[src/rtl/demultiplexor_1in_2out.sv]
// 1-to-2 word demultiplexer: routes each input word by Sel into one of two
// 2-entry FIFOs, each with its own wrap-around count of accepted words.

module demux_chan_fifo #(
  parameter int unsigned WIDTH = 16,
  parameter int unsigned CNT_W = 8
) (
  input  logic             clk,
  input  logic             reset_n,
  input  logic             push,
  input  logic [WIDTH-1:0] din,
  input  logic             pop_req,
  output logic [WIDTH-1:0] dout,
  output logic             valid,
  output logic             full,
  output logic [CNT_W-1:0] count
);

  localparam int unsigned OCC_W = 2;
  localparam int unsigned DEPTH = 2;

  logic [WIDTH-1:0] mem_q [DEPTH];
  logic [WIDTH-1:0] mem_d [DEPTH];
  logic             wr_ptr_q, wr_ptr_d;
  logic             rd_ptr_q, rd_ptr_d;
  logic [OCC_W-1:0] occ_q, occ_d;
  logic [CNT_W-1:0] count_q, count_d;
  logic             push_ok;
  logic             pop_ok;

  // A pop with nothing buffered and a push into a full buffer are both no-ops.
  always_comb begin
    mem_d    = mem_q;
    wr_ptr_d = wr_ptr_q;
    rd_ptr_d = rd_ptr_q;
    occ_d    = occ_q;
    count_d  = count_q;
    push_ok  = push && (occ_q != OCC_W'(DEPTH));
    pop_ok   = pop_req && (occ_q != OCC_W'(0));

    if (push_ok) begin
      mem_d[wr_ptr_q] = din;
      wr_ptr_d        = ~wr_ptr_q;
      count_d         = count_q + CNT_W'(1);
    end
    if (pop_ok) begin
      rd_ptr_d = ~rd_ptr_q;
    end

    case ({push_ok, pop_ok})
      2'b10:   occ_d = occ_q + OCC_W'(1);
      2'b01:   occ_d = occ_q - OCC_W'(1);
      default: occ_d = occ_q;
    endcase
  end

  always_ff @(posedge clk or negedge reset_n) begin
    if (!reset_n) begin
      for (int i = 0; i < DEPTH; i++) begin
        mem_q[i] <= '0;
      end
      wr_ptr_q <= 1'b0;
      rd_ptr_q <= 1'b0;
      occ_q    <= '0;
      count_q  <= '0;
    end else begin
      mem_q    <= mem_d;
      wr_ptr_q <= wr_ptr_d;
      rd_ptr_q <= rd_ptr_d;
      occ_q    <= occ_d;
      count_q  <= count_d;
    end
  end

  assign dout  = mem_q[rd_ptr_q];
  assign valid = (occ_q != OCC_W'(0));
  assign full  = (occ_q == OCC_W'(DEPTH));
  assign count = count_q;

endmodule

module demultiplexor_1in_2out #(
  parameter int unsigned WIDTH = 16
) (
  input  logic             clk,
  input  logic             reset_n,
  input  logic [WIDTH-1:0] DatoEntrada,
  input  logic             Sel,
  input  logic             EntradaValida,
  output logic             EntradaLista,
  output logic [WIDTH-1:0] SalidaA,
  output logic             ValidaA,
  input  logic             ListaA,
  output logic [WIDTH-1:0] SalidaB,
  output logic             ValidaB,
  input  logic             ListaB,
  output logic [7:0]       ContadorA,
  output logic [7:0]       ContadorB
);

  localparam int unsigned CNT_W = 8;

  logic full_a;
  logic full_b;
  logic push_a_c;
  logic push_b_c;

  // Ready depends only on the selected buffer's fill level, never on the consumer.
  always_comb begin
    EntradaLista = Sel ? !full_b : !full_a;
    push_a_c     = EntradaValida && !Sel && !full_a;
    push_b_c     = EntradaValida &&  Sel && !full_b;
  end

  demux_chan_fifo #(.WIDTH(WIDTH), .CNT_W(CNT_W)) u_fifo_a (
    .clk     (clk),
    .reset_n (reset_n),
    .push    (push_a_c),
    .din     (DatoEntrada),
    .pop_req (ListaA),
    .dout    (SalidaA),
    .valid   (ValidaA),
    .full    (full_a),
    .count   (ContadorA)
  );

  demux_chan_fifo #(.WIDTH(WIDTH), .CNT_W(CNT_W)) u_fifo_b (
    .clk     (clk),
    .reset_n (reset_n),
    .push    (push_b_c),
    .din     (DatoEntrada),
    .pop_req (ListaB),
    .dout    (SalidaB),
    .valid   (ValidaB),
    .full    (full_b),
    .count   (ContadorB)
  );

endmodule

[config.mk]
export PLATFORM = sky130hd
export DESIGN_NAME = demultiplexor_1in_2out
export DESIGN_NICKNAME = d
export VERILOG_FILES = /design/src/rtl/demultiplexor_1in_2out.sv
export SDC_FILE = /design/constraint.sdc
export NUM_CORES = 1
export LEC_CHECK = 0
export CAP_MARGIN = 20
export CORE_MARGIN = 1
export CORE_UTILIZATION = 54
export CTS_BUF_LIST = sky130_fd_sc_hd__clkbuf_8
export DETAILED_ROUTE_END_ITERATION = 12
export PLACE_DENSITY = 0.93
export SYNTH_ARGS = -nofsm -noshare
export SYNTH_HDL_FRONTEND = slang
export SYNTH_SLANG_ARGS = --single-unit
[constraint.sdc]
create_clock -name clk -period 2.1 [get_ports clk]
set_input_delay 0.315 -clock clk [delete_from_list [all_inputs] [get_ports clk]]
set_output_delay 0.315 -clock clk [all_outputs]
set_load 0.05 [all_outputs]
==> summary.txt <==
Outcome
  • Status: completed

Worst hold path
  • Hold Path Class: reg2reg
  • Hold path startpoint: u_fifo_b.count[7]

Clock network
  • Max Buffers Root-to-Sink: 2
  • CTS tree: built
  • CTS H-tree depth: 3
  • Worst-Skew Late Latency: between 300 and 400 ps
  • CTS clk-pin slew, worst paths: roughly 90 ps
  • Setup Buffers After CTS: 0
  • Clock root buffer: clkbuf_8
  • Num CTS Buffers: 9
  • CTS sink cnt: 88

Yosys
  • Commonest cells in the netlist: dfrtp_1, mux2_2, mux2_4, xnor2_1, nand2_1
  • Largest family of logic cells by synthesized area: multiplexers
  • Post-Syn Area: approximately 4000 sq um
  • Sequential-to-total area share from yosys stat: 0.5529
  • Leading area contributor after synthesis: dfrtp_1
  • Synth Area in Simple Gates: 0.06283
  • Most numerous cell in the Yosys netlist: dfrtp_1
  • Xor and xnor fraction of the mapped netlist area: 0.05278
  • #FFs+latches synth: 88
  • Ys Warns: 0
  • Yosys top cell area share: 0.5529
  • Post-synth EDFFs: 0
  • Synth top area cells: dfrtp_1, mux2_2, mux2_4, xnor2_1, xor2_1
  • Post-synth top flop: dfrtp_1
  • Mux cell area share after synthesis: 0.2903
  • Synth async-reset ratio: 1.000
  • Post-Syn Nets: just under 300
  • Mapped Avg Cell Area: 14.97 sq um
  • Adder-cell share of the synthesized area: 0.01257
  • Yosys cell types: 31
  • Compound-gate portion of the synthesized area: 0.001257
  • Synth Instances: 266

STA
  • Setup Viol. Count Final: 0
  • Unrepaired setup endpoints after global routing: false
  • Fmax achieved: 509.7 MHz
  • Tmin final: about 2000 ps
  • Final Max Tran Viols: 0
  • Final Skew: approximately 12 ps
  • Worst slew pin tran: 560.6 ps
  • Ratio of final minimum period to clock period: 0.9342
  • Hold Fails Final Rpt: 0
  • Slew margin rel.: 0.6263
  • Setup TNS: 0 ps

Drt
  • Post-route DRC: 0
  • Post-Route WL: 7972 um
  • Vias/cell: between 5 and 6
  • Average wire per standard cell: roughly 18 um
  • DR vias: 2,386
  • Drt pass-1 iters: 6
  • Antenna Nets Post-Route: 0
  • Initial DRC count: 56

Global route
  • Initial antenna violation count: 0
  • Total GRT Usage: 0.2283
  • First-pass GRT wire length: around 13,000 um
  • Gr ovfl total: 0
  • Vias in the first global route: 2,698
  • Largest net degree at the start of global routing: between 40 and 50

Floorplanning
  • Core area: 6944 sq um
  • Die Ht: 87.88 um
  • IO Pins: 73
  • Die Width: approximately 88 um
  • Std-Cell Rows: 30
  • Die area: around 7700 sq um
  • Initial Utilization: 0.5735

Critical path
  • Crit-path slowest cell: clkdlybuf4s50_1
  • Critical Path AT: roughly 1700 ps
  • Endpoint type of the worst setup path: output pin
  • Crit Path Max Fanout: 5
  • WS Path Type: reg2out
  • Critical Path Start: u_fifo_a.count[2]
  • Worst endpoint required time: roughly 1800 ps
  • Critical register-to-register path startpoint: u_fifo_a.occ_q[0]
  • Crit-path max cell delay: roughly 840 ps
  • Top delay family on crit path: buffers and inverters
  • Startpoint Class: flop
  • Crit-path cells: clkdlybuf4s50_1
  • Worst Path Buf+Inv: 1

Flow run
  • Max_cap viols: 0

Cells and area
  • Layout cells sized above 1: 0.4691
  • Number of fill cells: 470
  • Sequential standard cell area: approximately 2200 sq um
  • Synthesis-to-finish area growth: 26.23%
  • Nets: about 380
  • N_diodes: 0
  • Multi-input gate area: approximately 1700 sq um

Placement
  • Post-DP HPWL: approximately 5500 um
  • Placer Congestion: 0.7480
  • IO Port Bufs: between 70 and 80
==> logic make-up after synthesis <==
family / Yosys count
compound gates: 1
flops: 88
simple gates: 41
fa+ha+maj: 4
buf+inv: 12
xor+xnor: 24
mux: 96
==> layout by cell type (no fill, tap or decap), types with 2 or more instances in the layout <==
| master | count |
|---|---|
| or2_2 | 2 |
| mux2_2 | 76 |
| buf_4 | 39 |
| nand2_1 | 13 |
| nand4_1 | 2 |
| nor3_1 | 3 |
| xnor2_1 | 16 |
| nor2_4 | 2 |
| clkinvlp_4 | 2 |
| and2_1 | 2 |
| mux2_4 | 20 |
| nor2_1 | 4 |
| ha_1 | 4 |
| clkbuf_8 | 10 |
| buf_12 | 5 |
| xor2_1 | 8 |
| dlygate4sd2_1 | 2 |
| dfrtp_1 | 88 |
| clkdlybuf4s50_1 | 36 |
| bufinv_16 | 2 |
| and4_1 | 2 |
| nand3_1 | 4 |
==> sequential cells by signal (all words and copies together) (netlist names) <==
register,flops
u_fifo_a.count,8
u_fifo_a.mem_q,32
u_fifo_a.occ_q,2
u_fifo_a.rd_ptr_q,1
u_fifo_a.wr_ptr_q,1
u_fifo_b.count,8
u_fifo_b.mem_q,32
u_fifo_b.occ_q,2
u_fifo_b.rd_ptr_q,1
u_fifo_b.wr_ptr_q,1
==> per-layer routing <==
layer / wire length [um] / vias up / GRT usage
met3: 257 / 18 / 0.03676
met2: 4094 / 52 / 0.3862
li1: - / 1089 / -
met5: 0 / - / 0
met4: 206 / 0 / 0.1282
met1: 3413 / 1227 / 0.2797
==> worst paths after layout <==
check,slack [ps],cells after the start,end
worst max-delay path,140,1,ContadorA[2]
worst min-delay path,480,1,u_fifo_b.count[7]
worst max register to register,380,5,u_fifo_a.mem_q[15]
worst min register to register,480,1,u_fifo_b.count[7]
max in group asynchronous,920,3,u_fifo_b.mem_q[30]
min in group asynchronous,510,2,u_fifo_a.count[6]
==> through the flow <==
step / util / cell area, sq um / hold slack, ps / cells / worst slack (ps)
after detailed placement: 0.6899 / 4791 / 345.2 / 435 / 74.89
after global routing: 0.7240 / 5027 / 486.4 / 452 / 93.50
after global placement: 0.6899 / 4791 / 336.7 / 435 / 153.0
after CTS: 0.7240 / 5027 / 480.4 / 452 / 125.6
final: 0.7240 / 5027 / 479.7 / 452 / 138.1
after floorplan: - / 3983 / 19.41 / 266 / 377.9
==> what timing repair did <==
item | in CTS | in global routing
setup endpoints to repair | 2 | 0
gates resized for setup | 2 | 0
hold buffers | 1 | 0
hold endpoints to repair | 42 | 0
==> area by class of cell <==
class	count	share of cell area
Clock buffer	10	0.02738
Clock inverter	6	0.01817
Inverter	3	0.004729
Multi-Input combinational cell	166	0.3325
Sequential cell	88	0.4380
Tap cell	96	0.02389
Timing Repair Buffer	83	0.1553
Power is left out: the tool's default activity adds up to more than one toggle a clock period on the data nets, which glitch-free logic cannot reach.
